`src/rtl/mac_engine_if.sv`:
```
// mac_engine_if: controller-to-engine step/operand bus and result/readback signals
interface mac_engine_if #(parameter int DATA_W = 8);
  localparam int RES_W = 2 * DATA_W + 3;
  logic start_in;
  logic ALU_en;
  logic [DATA_W-1:0] a_in;
  logic [DATA_W-1:0] x_in;
  logic [1:0] rd_addr;
  logic [2:0] count_mul;
  logic ALU_done;
  logic result_valid;
  logic [1:0] result_col;
  logic [RES_W-1:0] result_data;
  logic [RES_W-1:0] rd_data;
  modport master(
    output start_in, ALU_en, a_in, x_in, rd_addr,
    input count_mul, ALU_done, result_valid, result_col, result_data, rd_data
  );
  modport slave(
    input start_in, ALU_en, a_in, x_in, rd_addr,
    output count_mul, ALU_done, result_valid, result_col, result_data, rd_data
  );
endinterface

```
`src/rtl/mac_engine.sv`:
```
// mac_engine: 8-step unsigned multiply-accumulate per column, 4 columns per job, buffered results
module mac_engine #(
  parameter int DATA_W = 8
) (
  input logic clk,
  input logic rst,
  mac_engine_if.slave bus
);
  localparam int RES_W = 2 * DATA_W + 3;
  typedef enum logic [1:0] {IDLE, RUN, COL_END} phase_t;
  phase_t phase, phase_nx;
  logic [RES_W-1:0] acc, prod, sum;
  logic [RES_W-1:0] mem [4];
  logic [1:0] col_cnt;
  logic step, last;
  assign bus.rd_data = mem[bus.rd_addr];
  // Outside RUN the accumulator is stale, so the first product of a column loads rather than adds
  always_comb begin
    step = bus.ALU_en && !bus.start_in;
    last = step && phase == RUN && bus.count_mul == 3'd7;
    prod = RES_W'(bus.a_in) * RES_W'(bus.x_in);
    sum = (phase == RUN ? acc : '0) + prod;
    phase_nx = bus.start_in ? IDLE : !step ? phase : !last ? RUN : col_cnt == 2'd3 ? IDLE : COL_END;
  end
  always_ff @(posedge clk) begin
    if (rst) begin
      phase <= IDLE;
      acc <= '0;
      col_cnt <= '0;
      bus.count_mul <= '0;
      bus.result_valid <= 1'b0;
      bus.ALU_done <= 1'b0;
      bus.result_col <= '0;
      bus.result_data <= '0;
      for (int i = 0; i < 4; i++) mem[i] <= '0;
    end else begin
      phase <= phase_nx;
      bus.result_valid <= last;
      bus.ALU_done <= last && col_cnt == 2'd3;
      if (bus.start_in) begin
        bus.count_mul <= '0;
        acc <= '0;
        col_cnt <= '0;
      end else if (step) begin
        bus.count_mul <= bus.count_mul + 3'd1;
        acc <= sum;
        if (last) begin
          mem[col_cnt] <= sum;
          bus.result_data <= sum;
          bus.result_col <= col_cnt;
          col_cnt <= col_cnt + 2'd1;
        end
      end
    end
  end
endmodule

```
`src/flat_wrapper.sv`:
```
// flat-port wrapper written by rule: the top's interface ports become plain ports
module mac_engine_flat 
#(
  parameter int DATA_W = 8
)
  (clk, rst, bus_start_in, bus_ALU_en, bus_a_in, bus_x_in, bus_rd_addr, bus_count_mul, bus_ALU_done, bus_result_valid, bus_result_col, bus_result_data, bus_rd_data);
  mac_engine_if #(.DATA_W(DATA_W)) bus_i ();
  input logic clk;
  input logic rst;
  input wire logic [$bits(bus_i.start_in)-1:0] bus_start_in;
  input wire logic [$bits(bus_i.ALU_en)-1:0] bus_ALU_en;
  input wire logic [$bits(bus_i.a_in)-1:0] bus_a_in;
  input wire logic [$bits(bus_i.x_in)-1:0] bus_x_in;
  input wire logic [$bits(bus_i.rd_addr)-1:0] bus_rd_addr;
  output wire logic [$bits(bus_i.count_mul)-1:0] bus_count_mul;
  output wire logic [$bits(bus_i.ALU_done)-1:0] bus_ALU_done;
  output wire logic [$bits(bus_i.result_valid)-1:0] bus_result_valid;
  output wire logic [$bits(bus_i.result_col)-1:0] bus_result_col;
  output wire logic [$bits(bus_i.result_data)-1:0] bus_result_data;
  output wire logic [$bits(bus_i.rd_data)-1:0] bus_rd_data;
  assign bus_i.start_in = bus_start_in;
  assign bus_i.ALU_en = bus_ALU_en;
  assign bus_i.a_in = bus_a_in;
  assign bus_i.x_in = bus_x_in;
  assign bus_i.rd_addr = bus_rd_addr;
  assign bus_count_mul = bus_i.count_mul;
  assign bus_ALU_done = bus_i.ALU_done;
  assign bus_result_valid = bus_i.result_valid;
  assign bus_result_col = bus_i.result_col;
  assign bus_result_data = bus_i.result_data;
  assign bus_rd_data = bus_i.rd_data;
  mac_engine #(.DATA_W(DATA_W)) u_core (.clk(clk), .rst(rst), .bus(bus_i));
endmodule
```
`config.mk`:
```
export PLATFORM = sky130hd
export DESIGN_NAME = mac_engine_flat
export DESIGN_NICKNAME = d
export VERILOG_FILES = /design/src/rtl/mac_engine_if.sv /design/src/rtl/mac_engine.sv /design/src/flat_wrapper.sv
export SDC_FILE = /design/constraint.sdc
export NUM_CORES = 1
export LEC_CHECK = 0
export ABC_AREA = 1
export CAP_MARGIN = 20
export CORE_MARGIN = 8
export CORE_UTILIZATION = 55
export CTS_CLUSTER_DIAMETER = 200
export CTS_CLUSTER_SIZE = 14
export DETAILED_ROUTE_END_ITERATION = 6
export GPL_TIMING_DRIVEN = 1
export HOLD_SLACK_MARGIN = 0.03
export PLACE_DENSITY = 0.82
export RECOVER_POWER = 100
export SLEW_MARGIN = 40
export SYNTH_ARGS = -nofsm -noshare
export SYNTH_HDL_FRONTEND = slang
export SYNTH_SLANG_ARGS = --single-unit
```
`constraint.sdc`:
```
create_clock -name clk -period 6.3 [get_ports clk]
set_input_delay 1.26 -clock clk [delete_from_list [all_inputs] [get_ports clk]]
set_output_delay 1.26 -clock clk [all_outputs]
set_load 0.005 [all_outputs]
```
==> flow_metrics.tcl <==
set metrics [dict create \
    outcome "complete, but fails checks" \
    failed_checks "capacitance limit, slew limit" \
    pwr-share-comb_pct 33.3 \
    cts-hold-fix-buffers 0 \
    critPathLaunchType "primary input" \
    ys.warnings.count 0 \
    place_ws_ns 0.463 \
    synth_top_area_share_pct 28.4 \
    ant_nets 0 \
    syn_to_final_growth_pct 16.9 \
    drv_slew 24 \
    final_common_cell "inv_1" \
    hp-class "register to register" \
    syn-num-nets 1102 \
    end_kind "register" \
    wl_per_cell_um 15.2 \
    cts_buffers 17 \
    fin_setup_tns_ns 0 \
    drive_gt1_share_pct 4.10 \
    synth_cell_type_count 30 \
    cts_max_path_buffers 2 \
    reg2reg_to "u_core.mem[0][11]" \
    hold_viol_final 0 \
    hold_end "u_core.bus.result_data[13]" \
    cp_data_required_time_ns 6.38 \
    path_buf_inv 5 \
    dpl.cell_count 1202 \
    synth_top_family_by_area "adder cells" \
    drc 0 \
    r2r-start "u_core.phase[0]" \
    use_met2_pct 37.7 \
    grt.busiest_layer "met2" \
    drt_iter0_markers 554 \
    track_usage_pct 21.1 \
    vias 6473 \
    finClkSkew_ns 0.00603 \
    finalSetupViolations 0 \
    crit_cells 10 \
    syn_avg_cell_area_um2 8.14 \
    syn_inst 986 \
    fin_crit_ns 5.72 \
    crit_path_cell_trace "dlygate4sd3_1, clkbuf_1, inv_1, nor2_1, nand3_4, nor2_1, nand3_1, buf_4, nand2_1, clkbuf_2" \
    rsz0062_at_grt "false" \
    viasPerCell 5.25 \
    seqPwrFrac_pct 31.3 \
    cp_common_cell "nor2_1" \
    clk_pin_slew_ns 0.05 \
    switching_share_pct 35.1 \
    ys_seq_area_share_pct 40.6 \
    r2r_slack_ns 1.36 \
    slowest_stage "nor2_1" \
    die_w_um 137 \
    finalWorstSetupSlack_ns 0.579 \
    num_rows 44 \
    diodes 0 \
    final_util_pct 65.1 \
    place_hpwl_um 13500 \
    timing.final.crit_share_pct 90.8 \
    max_freq_mhz 175 \
    vdd_drop_max_v 0.000306 \
    io_buffers 66 \
    cts_tree "yes" \
    cellLeakagePower_nw 4.75 \
    met1_usage_pct 25.4 \
    ioPinCount 67 \
    ff2ff_path_depth 16 \
    tightest_slew_ns 1.68 \
    synth_xor_area_share_pct 0.873 \
    layoutNonFillerInstCount 1234 \
    powerDensity_nw_per_um2 307 \
    slew_headroom_pct -12.5 \
    max_stage_delay_ns 1.33 \
    synth_area_um2 8030 \
    mostFrequentLayoutCells "209 x inv_1, 207 x nand2_1, 147 x nor2_1" \
    ys_ff_latch 125 \
    grt_overflow 0 \
    muxShareOfSynthArea_pct 0 \
    worst-setup-path-type "primary input to register" \
    gp_congestion 0.879 \
    arrival_ns 5.80 \
    yosysTopAreaCell "edfxtp_1" \
    grt_pass1_wl_um 31100 \
    cts_max_level 4 \
    cts_resized 0 \
    core_area_um2 14400 \
    maxCapViolations 1 \
    grt_pass1_vias 6594 \
    cp_top_family "simple AND/OR/NAND/NOR gates" \
    holdPathStages 2 \
    synthSimpleGateAreaFrac_pct 19.3 \
    p_switching_mw 1.01 \
    grt_max_degree 40 \
    cts_setup_buffers 0 \
    synthTopCellsByArea "edfxtp_1 28%, fa_1 12%, dfxtp_1 12%" \
    drt-pass1-iter-count 6 \
    synth-adder-area-share_pct 19.3 \
    cts_root_buffer "clkbuf_16" \
    met3_usage_pct 3.30 \
    cts_sinks 125 \
    fin_nets 1153 \
    hold_start "u_core.bus.result_data[13]" \
    pwr-share-clk_pct 35.4 \
    internal_power_mw 1.87 \
    path_max_fanout 23 \
    routed_wl_um 18800 \
    start_util_pct 55.7 \
    dieArea_um2 18700 \
    antenna_found_initial 0 \
    dieHeight_um 137 \
    insertion_delay_ns 0.41 \
    synth_compound_area_share_pct 7.62 \
]
routing by layer:
metal	up-vias	routed length [um]
met5	-	0
met4	0	295
met3	28	1150
met2	264	9550
met1	3062	7820
li1	3119	-
power by group through the flow:
stage	logic (mW)	clock network [mW]	registers [mW]
after floorplan	0.680	0	0.914
after global placement	0.956	0	0.916
after detailed placement	0.972	0	0.916
after CTS	0.983	1.02	0.900
after global routing	1.09	1.06	0.902
final	0.960	1.02	0.900
through the flow:
step / hold slack, ns / cell area, um2 / power (mW)
2_1_floorplan: 0.447 / 8030 / 1.59
3_3_place_gp: 0.440 / 8810 / 1.87
3_5_place_dp: 0.451 / 8810 / 1.89
4_1_cts: 0.463 / 9440 / 2.91
5_1_grt: 0.485 / 9390 / 3.05
6_report: 0.459 / 9390 / 2.88
worst min-delay path: stages, from the launching register on:
cell and delay, ns:
dfxtp_1 0.32, nand2_1 0.05, o21ai_0 0.05
synth_stat cells:
master and count:
o21ai_0 67, clkbuf_1 32, nand4_1 1, nor2_4 2
buf_2 8, o211ai_1 2, inv_1 207, nor2_2 1
nor2_1 145, nand2_2 1, nand3_1 22, nor3_1 2
nand3b_1 1, dfxtp_1 49, edfxtp_1 76, buf_4 1
xnor2_1 4, buf_6 2, nand3_4 1, fa_1 50
nand2_1 208, xor2_1 4, a21oi_1 27, buf_1 2
nor3_2 3, o22ai_1 19, a211oi_1 1, inv_2 3
and2_1 1, ha_1 44
state kept, by name, summed over array words and instances (netlist names):
name	flops
u_core.bus.ALU_done	1
u_core.bus.result_valid	1
u_core.bus.count_mul	3
u_core.acc	19
u_core.phase	2
u_core.bus.result_col	2
u_core.mem	76
u_core.bus.result_data	19
u_core.col_cnt	2
how the worst max path moves through the flow:
| stage | start | end | slack, ns |
|---|---|---|---|
| after floorplan | bus_x_in[0] | u_core.mem[0][11] | 1.22 |
| after global placement | bus_x_in[6] | u_core.mem[3][11] | 0.53 |
| after detailed placement | bus_x_in[6] | u_core.mem[0][11] | 0.46 |
| after CTS | bus_x_in[6] | u_core.mem[0][11] | 0.90 |
| after global routing | bus_ALU_en | u_core.mem[2][6] | 0.29 |
| final | bus_ALU_en | u_core.mem[2][6] | 0.58 |
kinds of logic after synthesis:
family / after synthesis
AOI/OAI and AO/OA: 116
xor gates and xnor gates: 8
DFF: 125
adders and majority gates: 94
and+or+nand+nor: 388
buffers and inverters: 255
layout make-up:
class,instances,area (um2)
clock buffers,24,534
multi-input cells,606,3750
inverters,210,788
well taps,184,230
clock inverters,8,97.6
flip-flops and latches,125,3260
repair buffers,77,721
fillers,1153,5040
(Power assumes the default switching activity.)
